[config.mk]
export PLATFORM = sky130hd
export DESIGN_NAME = control_sequencer
export DESIGN_NICKNAME = d
export VERILOG_FILES = /design/src/rtl/control_pkg.sv /design/src/rtl/control_sequencer_dec_4_16.sv /design/src/rtl/control_sequencer.sv
export SDC_FILE = /design/constraint.sdc
export NUM_CORES = 1
export LEC_CHECK = 0
export BUFFER_PORTS_ARGS = -buffer_cell sky130_fd_sc_hd__buf_2
export CAP_MARGIN = 10
export CORE_ASPECT_RATIO = 1.25
export CORE_MARGIN = 2
export CORE_UTILIZATION = 35
export DETAILED_ROUTE_END_ITERATION = 16
export PLACE_DENSITY_LB_ADDON = 0.12
export SLEW_MARGIN = 20
export SYNTH_ARGS = -nofsm -noshare
export SYNTH_HDL_FRONTEND = slang
export SYNTH_SLANG_ARGS = --single-unit
[constraint.sdc]
create_clock -name clk -period 3.1 [get_ports clk]
set_input_delay 0.31 -clock clk [delete_from_list [all_inputs] [get_ports clk]]
set_output_delay 0.31 -clock clk [all_outputs]
set_load 0.01 [all_outputs]
[src/rtl/control_pkg.sv]
// Shared definitions for the control sequencer: opcodes, IR field positions,
// FSM state encoding and opcode classification.
package control_pkg;

    localparam logic [4:0] OP_ADD  = 5'b00011;
    localparam logic [4:0] OP_SUB  = 5'b00100;
    localparam logic [4:0] OP_AND  = 5'b00101;
    localparam logic [4:0] OP_OR   = 5'b00110;
    localparam logic [4:0] OP_MUL  = 5'b01111;
    localparam logic [4:0] OP_DIV  = 5'b10000;
    localparam logic [4:0] OP_NOP  = 5'b11010;
    localparam logic [4:0] OP_HALT = 5'b11011;

    localparam int unsigned OPC_HI = 31;
    localparam int unsigned OPC_LO = 27;
    localparam int unsigned RA_HI  = 26;
    localparam int unsigned RA_LO  = 23;
    localparam int unsigned RB_HI  = 22;
    localparam int unsigned RB_LO  = 19;
    localparam int unsigned RC_HI  = 18;
    localparam int unsigned RC_LO  = 15;

    typedef enum logic [3:0] {
        StRst, StT0, StT1, StT2, StDec, StT3, StT4, StT5, StT6, StT7, StHalt, StFault
    } state_t;

    typedef enum logic [2:0] {
        ClsAlu, ClsMd, ClsNop, ClsHalt, ClsIllegal
    } op_class_t;

    function automatic op_class_t op_class(input logic [4:0] op);
        case (op)
            OP_ADD, OP_SUB, OP_AND, OP_OR: return ClsAlu;
            OP_MUL, OP_DIV:                return ClsMd;
            OP_NOP:                        return ClsNop;
            OP_HALT:                       return ClsHalt;
            default:                       return ClsIllegal;
        endcase
    endfunction

endpackage

[src/rtl/control_sequencer_dec_4_16.sv]
// 4-to-16 one-hot decoder with enable; output is all-zero when disabled.
module dec_4_16 (
    input  logic        en,
    input  logic [3:0]  sel,
    output logic [15:0] onehot
);

    assign onehot = en ? (16'h0001 << sel) : 16'h0000;

endmodule

[src/rtl/control_sequencer.sv]
// Hard-wired multi-cycle control unit: fetch with memory-ready timeout, then
// executes ALU, mul/div, nop and halt by driving datapath strobes.
module control_sequencer
    import control_pkg::*;
#(
    parameter int unsigned MEM_TIMEOUT = 15,
    parameter int unsigned TCNT_W      = 8
) (
    input  logic        clk,
    input  logic        clr,
    input  logic [31:0] ir,
    input  logic        mem_ready,
    output logic        PCout,
    output logic        Zlowout,
    output logic        ZHighout,
    output logic        MDRout,
    output logic        MARin,
    output logic        PCin,
    output logic        MDRin,
    output logic        IRin,
    output logic        Yin,
    output logic        ZHIin,
    output logic        ZLOin,
    output logic        HIin,
    output logic        LOin,
    output logic        IncPC,
    output logic        Read,
    output logic [15:0] Rin,
    output logic [15:0] Rout,
    output logic [4:0]  operation,
    output logic        run,
    output logic        fault
);

    localparam logic [TCNT_W-1:0] WaitLast = TCNT_W'(MEM_TIMEOUT - 1);

    state_t            state_q;
    logic [TCNT_W-1:0] wait_cnt_q;

    op_class_t  cls;
    logic [4:0] opcode;
    logic [3:0] ra, rb, rc;
    logic       rin_en, rout_en;
    logic [3:0] rin_sel, rout_sel;
    logic       unused_ir;

    assign opcode    = ir[OPC_HI:OPC_LO];
    assign ra        = ir[RA_HI:RA_LO];
    assign rb        = ir[RB_HI:RB_LO];
    assign rc        = ir[RC_HI:RC_LO];
    assign cls       = op_class(opcode);
    assign unused_ir = ^ir[RC_LO-1:0];

    always_ff @(posedge clk or negedge clr) begin
        if (!clr) begin
            state_q    <= StRst;
            wait_cnt_q <= '0;
        end else begin
            unique case (state_q)
                StRst: state_q <= StT0;
                StT0: begin
                    wait_cnt_q <= '0;
                    state_q    <= StT1;
                end
                StT1: begin
                    // A ready on the final counted cycle still wins over the timeout.
                    if (mem_ready) begin
                        state_q <= StT2;
                    end else if (wait_cnt_q >= WaitLast) begin
                        state_q <= StFault;
                    end else begin
                        wait_cnt_q <= wait_cnt_q + 1'b1;
                    end
                end
                StT2: state_q <= StDec;
                StDec: begin
                    case (cls)
                        ClsAlu, ClsMd: state_q <= StT3;
                        ClsNop:        state_q <= StT0;
                        ClsHalt:       state_q <= StHalt;
                        default:       state_q <= StFault;
                    endcase
                end
                StT3: state_q <= StT4;
                StT4: state_q <= (cls == ClsMd) ? StT6 : StT5;
                StT5: state_q <= StT0;
                StT6: state_q <= StT7;
                StT7: state_q <= StT0;
                StHalt: state_q <= StHalt;
                StFault: state_q <= StFault;
                default: state_q <= StFault;
            endcase
        end
    end

    always_comb begin
        {PCout, Zlowout, ZHighout, MDRout} = '0;
        {MARin, PCin, MDRin, IRin, Yin, ZHIin, ZLOin, HIin, LOin} = '0;
        {IncPC, Read} = '0;
        operation = 5'b00000;
        run       = 1'b0;
        fault     = 1'b0;
        rin_en    = 1'b0;
        rout_en   = 1'b0;
        rin_sel   = ra;
        rout_sel  = rb;
        unique case (state_q)
            StT0: begin
                {PCout, MARin, IncPC, ZLOin, run} = '1;
            end
            StT1: begin
                {Zlowout, Read, run} = '1;
                PCin  = mem_ready;
                MDRin = mem_ready;
            end
            StT2: {MDRout, IRin, run} = '1;
            StDec: run = 1'b1;
            StT3: begin
                {Yin, run} = '1;
                rout_en  = 1'b1;
                rout_sel = (cls == ClsMd) ? ra : rb;
            end
            StT4: begin
                {ZHIin, ZLOin, run} = '1;
                operation = opcode;
                rout_en   = 1'b1;
                rout_sel  = (cls == ClsMd) ? rb : rc;
            end
            StT5: begin
                {Zlowout, run} = '1;
                rin_en = 1'b1;
            end
            StT6: {Zlowout, LOin, run} = '1;
            StT7: {ZHighout, HIin, run} = '1;
            StFault: fault = 1'b1;
            default: ;
        endcase
    end

    dec_4_16 u_rin_dec (
        .en     (rin_en),
        .sel    (rin_sel),
        .onehot (Rin)
    );

    dec_4_16 u_rout_dec (
        .en     (rout_en),
        .sel    (rout_sel),
        .onehot (Rout)
    );

endmodule

======== Yosys cells after proc, flatten, opt, wreduce, memory -nomap -nowiden ========
Memories as Yosys holds them, arrays and structs flattened.
Index checks and enable logic that the tools add are counted.
operators by class
  $add $sub $neg .......................... 1
  multipliers ............................. 0
  divide/modulo/power cells ............... 0
  magnitude comparators ................... 1
  equal/unequal tests ..................... 17
  shift-type cells ........................ 2
  muxes and demuxes ....................... 28
  bitwise operators ....................... 0
  reduce and logical (&&, ||, !) cells .... 10
operators by type and width
  cell                  count
  $pmux 4 s9            1
  $mux 16               2
  $shl 1x4->16 const A  2
  $mux 4                5
  $eq 4x3->1 const B    4
  $eq 4x4->1 const B    4
  $mux 8                2
  $pmux 8 s2            1
  $mux 1                14
  $pmux 4 s3            1
  $reduce_or 9->1       1
  $add 8x1->8 const B   1
  $eq 4x2->1 const B    2
  $ge 8x4->1 const B    1
  $pmux 4 s2            1
  $eq 3x2->1 const B    2
  $reduce_or 2->1       3
  $reduce_or 3->1       2
  $mux 5                1
  $eq 4x1->1 const B    1
  $logic_not 4->1       1
  $ne 2x2->1 const B    2
  $eq 3x1->1 const B    1
  $logic_not 3->1       1
  other kinds (3)       3
storage, ports and cells
  bits in registers ....................... 12
  latch bits .............................. 0
  bits in writable memories ............... 0
  bits in read-only memories .............. 96
  memories kept ........................... 1
memories
  memory           words  width  rd ports  clocked after memory_dff  wr ports  line               RTL
  (no name shown)  32     3      1         0                         0         control_pkg.sv:32  case (op)

======== Logic depth before layout (Yosys ltp) ========
Gate-level depths: netlist of the first run.
An unclocked memory read counts as a cell.
  word-level depth ........................ 6
  mapped depth ............................ 9
  gate-level depth less buffers ........... 7

======== By module ========
Synthesis of the first run repeated with hierarchy kept, for this count alone.
second synthesis, totals
  cells, all modules ...................... 170
  area, all modules ....................... 1328.8 um^2
modules (own cells, without submodules)
  module             instances  cells each  area each (um^2)
  control_sequencer  1          124         1088.5
  dec_4_16           2          23          120.1

======== Least setup slack after synthesis of the first run ========
OpenSTA, ideal clock, no wires.
  path type ............................... input-to-output
  from .................................... input port ir[27]
  to ...................................... output port Rout[0]
  arrival time ............................ 2327 ps
  required time ........................... 2790 ps
  path slack .............................. 463 ps
  stages on the path ...................... 7
  cells stage by stage .................... buf_2 or4b_4 o22a_1 and3_1 or4_1 buf_2 nor4_1
between the ends
  word-level cells in the longest chain between the ends .. 6
ends and longest elaborated chain
  what                       line                                                RTL
  from (decl)                control_sequencer.sv:11                             input logic [31:0] ir,
  $mem_v2 32x3 (*)           --
  $eq 3x1->1 (*)             control_sequencer.sv:121, control_sequencer.sv:127
  $mux 4 (on tied branches)  control_sequencer.sv:127, control_sequencer.sv:121
  $pmux 4 s2 (*)             control_sequencer.sv:107                            unique case (state_q)
  $shl 1x4->16 (*)           control_sequencer_dec_4_16.sv:8                     assign onehot = en ? (16'h0001 << sel) : 16'h0000;
  $mux 16 (*)                control_sequencer_dec_4_16.sv:8
  to (decl)                  control_sequencer.sv:29                             output logic [15:0] Rout,
Mark *: on every way between the ends. The rest lies on a longest branch, timed or not.

======== Final worst setup path of the first run ========
  from .................................... register state_q[1]
  to ...................................... output port Rout[7]
between the ends
  word-level cells in the longest chain between the ends .. 4
ends and longest elaborated chain
  what                                                  line                                                       RTL
  from (decl)                                           control_sequencer.sv:37                                    state_t state_q;
  from (signal assigned)                                control_sequencer.sv:56                                    state_q <= StRst;
  from (signal assigned)                                control_sequencer.sv:60                                    StRst: state_q <= StT0;
  from (signal assigned)                                control_sequencer.sv:63                                    state_q <= StT1;
  $eq 4x3->1                                            control_sequencer.sv:107
  $pmux 4 s2 / $reduce_or 2->1 (equally long branches)  --
  $shl 1x4->16 / $mux 1 (equally long branches)         control_sequencer_dec_4_16.sv:8, control_sequencer.sv:107
  $mux 16 (*)                                           control_sequencer_dec_4_16.sv:8
Marks and branches as above.

==> key figures, run 1 <==
Synthesis
  • Cell variety after synth: 48
  • Number of synthesized flops with an enable pin: 0
  • Syn_nets: between 200 and 250
  • Share of the synthesized area in the top cell type: between 20% and 30%
  • Mean Syn Cell Area: 7.30 sq um
  • Synth top area cells: dfrtp_1 (23%), nor2_1 (7.6%), nor4_1 (7.5%), nand2b_1 (3.8%), nor3_1 (3.8%)
  • Seq cells post-synth: 12
  • Primary FF master, synth: dfrtp_1
  • Cell Area, Synth: 0.00133 sq mm
  • Post-synthesis cell count: between 150 and 200
  • Area leader, netlist: dfrtp_1
  • Post-synth ARST share: 100%
  • Register area share after synthesis: between 20% and 30%
  • Ys Warns: 0

Floorplan
  • Die Footprint: 0.00431 sq mm
  • Die Y: between 70 and 80 um
  • Num rows: 25
  • Die Width: between 50 and 60 um
  • Initial cell density of the core: a little over a third
  • I/O Pins: 89
  • Core ar.: 0.00372 sq mm

Drt
  • Drt total wl: about 3.7 mm
  • Drt wl/cell: approximately 13 um
  • Detailed Routing Iterations Pass 1: 4
  • DRT antenna net count: 0
  • Uppermost routed layer: met4
  • Via/cell ratio: between 5 and 6
  • M1 WL: 1.69 mm
  • Vias post-DR: between 1500 and 2000
  • WL met2: ~1.8 mm
  • Routed wl met3: 158 um
  • Initial DRC Count: 101
  • Drt drc: 0

Pwr
  • Pwr per Cell Area: 633 mW/mm^2
  • Switching pwr: about 0.00052 W
  • Peak VDD IR: slightly above 0.3 mV
  • Leak: between 0.9 and 1 nW
  • Sequential share of power: between 20% and 30%
  • Logic gate share of total power: a little under two thirds
  • Switching part of the total: 46.2%
  • Clock share of power: between 15 and 20%
  • Internal power: just over 0.0006 W

STA
  • Slew Viols, Final: 0
  • RSZ-0062 raised after global routing: false
  • Skew final: 1.98 ps
  • Final hold slack: between 400 and 500 ps
  • Crit path time final: 2800 ps
  • Max Fclk: ~360 MHz
  • Setup TNS: 0 ps
  • Worst Max-Slew Pin Slew: around 580 ps
  • Slew HR: around three fifths
  • Setup violations, final: 0
  • Final Hold Vio Count: 0
  • Final worst-path cycle share: 90.4%

Layout
  • Inserted Diodes: 0
  • Most frequent cells in the layout: buf_2 (73), nor2_1 (27), nor4_1 (16)
  • Leading cell type in the layout, fill and taps excluded: buf_2
  • Final Core Density: between 40% and 50%
  • Share of layout cells above drive strength 1: around 36%
  • Final #Nets: 290
  • Area Overhead vs Synth: 33.9%

Worst setup path
  • CP most frequent cell: nand2b_1
  • WP data required: 2790 ps
  • CP Class: register to primary output
  • Cells along the critical path: nand2b_1, nand2b_1, inv_1, nand2_1, mux2i_1, or4_1, nor4_1, buf_2
  • R2r setup slk: 1180 ps
  • CP max-delay cell: or4_1
  • FF-to-FF End: wait_cnt_q[2]$_DFFE_PN0P_
  • R2R Path Start: state_q[0]$_DFFE_PN0P_
  • Crit-path max FO: 9
  • Worst setup SP type: register
  • Crit. End Element: primary output
  • Delay of the slowest critical-path stage: ~670 ps
  • R2R cell count: 6
  • Crit path DAT: 2490 ps

GRT
  • Pin count of the biggest net entering global routing: 16
  • All-Layer GR Usage: ~17%
  • GR Overflow Total: 0
  • Vias in the first global route: around 1300
  • First-pass GRT wire length: just under 6 mm
  • Initial antenna violation count: 0

Placed design
  • Port Buffers: 73
  • Detailed placer's ending HPWL: slightly below 3 mm
  • RePlAce Congestion: between 0.8 and 0.9

Clocking
  • H-tree depth: 1
  • Clock-pin transition on the worst setup and hold timing paths: 50 ps
  • Worst skew pair latency: 250 ps
  • Clock buffer depth: 2
  • Sink Count: 12
  • CTS tree: done
  • Root Driver: clkbuf_8
  • Setup Buffers After CTS: 0
  • Num CTS Buffers: 3

Run status
  • Status: completed

Min path
  • Worst min path class: input pin to async pin

Job
  • Max cap viols: 0
==> layout make-up <==
| class | instances | area (sq um) |
|---|---|---|
| well taps | 40 | 50.0 |
| fillers | 402 | 1940 |
| flip-flops and latches | 12 | 300 |
| multi-input cells | 147 | 912 |
| inverters | 7 | 26.3 |
| repair buffers | 82 | 435 |
| clock buffers | 4 | 55.1 |
==> Yosys cell counts (2+ instances only) <==
cell type  instances
a21o_1             6
a21oi_1            8
clkbuf_1           6
a31oi_1            2
buf_2              3
o21ai_0            5
inv_1              7
nor4b_1            2
and2_1             6
buf_4              5
o32ai_1            3
or3_1              2
nand4_1            2
a41oi_1            2
nor2b_1            5
nor3_1            10
nand3_1            3
and3_1             2
o31a_1             2
nor2_1            27
nand2b_1           8
nand2_1            9
ha_1               2
dfrtp_1           12
xor2_1             2
nor3b_1            2
nor4_1            16
mux2i_1            2
nand3b_1           2
==> sequential cells by signal, summed over array words and instances (netlist names) <==
name / count
wait_cnt_q: 8
state_q: 4
==> metrics by stage <==
stage / worst slack (ps) / total power [W] / std cells / instance area, sq um
2_1_floorplan: 463 / 0.000745 / 182 / 1330
3_3_place_gp: 310 / 0.000954 / 287 / 1710
3_5_place_dp: 308 / 0.000956 / 287 / 1710
4_1_cts: 288 / 0.00114 / 292 / 1780
5_1_grt: 18.7 / 0.00124 / 292 / 1780
6_report: 299 / 0.00113 / 292 / 1780
==> power groups by stage <==
stage                     registers, W  logic [W]  clock network, W
final                         0.000238   0.000716          0.000173
after global routing          0.000245   0.000804          0.000187
after floorplan               0.000234   0.000511                 0
after CTS                     0.000237   0.000721          0.000180
after global placement        0.000240   0.000714                 0
after detailed placement      0.000239   0.000716                 0
==> cells by family (layout without fill, tap and decap cells) <==
group | after synthesis | count (layout) | synth area share, %
AOI/OAI and AO/OA | 39 | 39 | 21.8
buffers and inverters | 23 | 93 | 8.76
adders and majority gates | 2 | 2 | 1.88
muxes | 2 | 2 | 1.51
xor gates and xnor gates | 2 | 2 | 1.32
and+or+nand+nor | 102 | 102 | 42.1
DFF | 12 | 12 | 22.6
==> per-layer routing <==
layer | vias up | track usage [%]
met2 | 46 | 29.0
met4 | 0 | 5.30
met3 | 2 | 1.24
met5 | - | 0
met1 | 704 | 23.7
li1 | 813 | -
==> how the worst max path moves through the flow <==
stage	from	endpoint	cells past startpoint
6_report	state_q[1]$_DFFE_PN0P_	Rout[7]	8
5_1_grt	state_q[1]$_DFFE_PN0P_	Rout[7]	8
4_1_cts	state_q[1]$_DFFE_PN0P_	Rout[7]	8
3_5_place_dp	ir[28]	Rout[7]	7
3_3_place_gp	ir[28]	Rout[2]	7
2_1_floorplan	ir[27]	Rout[0]	7
==> critical path, delay by kind of cell, from the launching register on <==
kind / cells / cell delay [ps]
buffers and inverters: 2 / 300
flip-flops: 1 / 490
multiplexers: 1 / 70
AND/OR/NAND/NOR: 5 / 1380
==> repair_timing <==
item,CTS,global route
resized for setup,0,0
hold buffers,1,0
hold endpoints to repair,12,0
Power figures use the tool's default switching activity.
==> run 2, diff against run 1 <==
--- a/config.mk
+++ b/config.mk
@@ -11,6 +11,7 @@
 export CORE_MARGIN = 2
 export CORE_UTILIZATION = 35
 export DETAILED_ROUTE_END_ITERATION = 16
+export MAX_ROUTING_LAYER = met4
 export PLACE_DENSITY_LB_ADDON = 0.12
 export SLEW_MARGIN = 20
 export SYNTH_ARGS = -nofsm -noshare
==> run 2 against run 1 <==
- utilization unchanged
- power increased by 0.27%
- register-to-register slack hardly changed
- clock skew grew 0.87 ps
- routed wire length rose by 0.19%
- first-iteration DRC count up 5.9%
==> key figures, run 2 (synthesized netlist as in run 1, its figures left out) <==
Run status
  • Status: completed

STA
  • Max Fclk: approximately 360 MHz
  • RSZ-0062 raised after global routing: false
  • Final Hold Vio Count: 0
  • Slew Viols, Final: 0
  • Skew final: around 2.9 ps
  • Slew HR: 60.9%
  • Worst Max-Slew Pin Slew: roughly 580 ps
  • Final worst-path cycle share: between 90% and 100%
  • Setup TNS: 0 ps
  • Setup violations, final: 0
  • Crit path time final: 2800 ps

Worst setup path
  • FF-to-FF End: wait_cnt_q[2]$_DFFE_PN0P_
  • Delay of the slowest critical-path stage: 670 ps
  • CP max-delay cell: or4_1
  • R2R cell count: 6
  • Worst setup SP type: register
  • Cells along the critical path: nand2b_1, nand2b_1, inv_1, nand2_1, mux2i_1, or4_1, nor4_1, buf_2
  • R2r setup slk: 1190 ps
  • WP data required: about 2800 ps
  • Critical Path Source: state_q[1]$_DFFE_PN0P_
  • Crit path DAT: around 2500 ps
  • CP most frequent cell: nand2b_1
  • CP Class: register to primary output
  • Crit-path max FO: 9
  • Setup crit end: Rout[7]
  • R2R Path Start: state_q[0]$_DFFE_PN0P_
  • Crit. End Element: primary output

Pwr
  • Switching part of the total: 46.3%
  • Switching pwr: between 0.0005 and 0.0006 W
  • Clock share of power: 15.5%
  • Logic gate share of total power: 63.5%
  • Peak VDD IR: slightly above 0.3 mV
  • Internal power: 0.000607 W
  • Sequential share of power: about a fifth
  • Pwr per Cell Area: 635 mW/mm^2
  • Leak: approximately 0.94 nW

Min path
  • Worst min path class: input pin to async pin

Clocking
  • CTS tree: done
  • Clock buffer depth: 2
  • H-tree depth: 1
  • Worst skew pair latency: 250 ps
  • Sink Count: 12
  • Root Driver: clkbuf_8
  • Clock-pin transition on the worst setup and hold timing paths: 50 ps
  • Num CTS Buffers: 3
  • Post-CTS sizing: 0

Floorplan
  • Die Y: between 70 and 80 um
  • I/O Pins: 89
  • Die Width: 59.1 um
  • Die Footprint: between 0.004 and 0.005 sq mm
  • Core ar.: around 0.0037 sq mm
  • Num rows: 25
  • Initial cell density of the core: approximately 36%

Drt
  • Drt wl/cell: between 10 and 15 um
  • Initial DRC Count: between 100 and 150
  • Detailed Routing Iterations Pass 1: 4
  • Vias post-DR: approximately 1600
  • Drt total wl: approximately 3.7 mm
  • DRT antenna net count: 0
  • Via/cell ratio: approximately 5.4
  • Drt drc: 0

GRT
  • All-Layer GR Usage: about 18%
  • Initial antenna violation count: 0
  • First-pass GRT wire length: around 5.9 mm
  • Pin count of the biggest net entering global routing: 16
  • Vias in the first global route: approximately 1300
  • GR Overflow Total: 0

Layout
  • Largest regs: wait_cnt_q (8), state_q (4)
  • Share of layout cells above drive strength 1: between 30% and 40%
  • Most frequent cells in the layout: buf_2 (73), nor2_1 (27), nor4_1 (16)
  • Biggest register: wait_cnt_q
  • Final #Nets: 290
  • Area Overhead vs Synth: 33.9%
  • Leading cell type in the layout, fill and taps excluded: buf_2
  • Inserted Diodes: 0
  • Post-route cell area: about 0.0018 sq mm
  • FILL cells: 402
  • Number of flip-flops under the largest register name: 8

Placed design
  • RePlAce Congestion: 0.851
  • Detailed placer's ending HPWL: between 2 and 3 mm
  • Port Buffers: 73
  • Placed cell areas: 0.00171 sq mm

Job
  • Max cap viols: 0
[run 2: area by class of cell]
| cell class | instances | area, sq um | area share, % |
|---|---|---|---|
| sequential | 12 | 300 | 16.9 |
| multi-input combinational | 147 | 912 | 51.3 |
| timing repair buffer | 82 | 435 | 24.5 |
| tap | 40 | 50.0 | 2.81 |
| clock buffer | 4 | 55.1 | 3.09 |
| inverter | 7 | 26.3 | 1.48 |
[run 2: metrics by stage]
step	hold WS [ps]	total power, W	setup slack, ps	instances	util [%]
floorplan	14.4	0.000745	463	182	-
global placement	201	0.000954	310	287	46.1
detailed placement	200	0.000956	308	287	46.1
CTS	470	0.00114	288	292	47.8
global route	496	0.00124	18.7	292	47.8
finish	475	0.00113	297	292	47.8
[run 2: worst min path at each step]
stage               start                        end  cells after the start
floorplan             clr     state_q[0]$_DFFE_PN0P_                      0
detailed placement    clr  wait_cnt_q[4]$_DFFE_PN0P_                      1
CTS                   clr  wait_cnt_q[3]$_DFFE_PN0P_                      2
global placement      clr  wait_cnt_q[4]$_DFFE_PN0P_                      1
global route          clr  wait_cnt_q[3]$_DFFE_PN0P_                      2
finish                clr  wait_cnt_q[3]$_DFFE_PN0P_                      2
[run 2: repair_timing]
item                                    4_1_cts  5_1_grt
hold endpoints to repair                     12        0
hold buffers                                  1        0
setup buffers                                 0        0
endpoints found under the setup margin        0        0
[run 2: power groups by stage]
stage	sequential [W]	combinational [W]	clock (W)
2_1_floorplan	0.000234	0.000511	0
3_3_place_gp	0.000240	0.000714	0
3_5_place_dp	0.000239	0.000716	0
4_1_cts	0.000237	0.000721	0.000180
5_1_grt	0.000245	0.000804	0.000187
6_report	0.000238	0.000718	0.000175
[run 2: layer usage]
| metal | vias up | share of wire [%] | track usage, % |
|---|---|---|---|
| met4 | 0 | 1.2 | 5.30 |
| met5 | - | 0 | - |
| met1 | 716 | 46 | 23.5 |
| met2 | 48 | 49 | 29.3 |
| li1 | 815 | - | - |
| met3 | 3 | 4.4 | 1.24 |
[run 2: worst max-delay path, delay by kind of cell, from the launching register on]
family / cells / cell delay [ps]
simple gates: 5 / 1380
flops: 1 / 490
buf+inv: 2 / 300
mux: 1 / 70
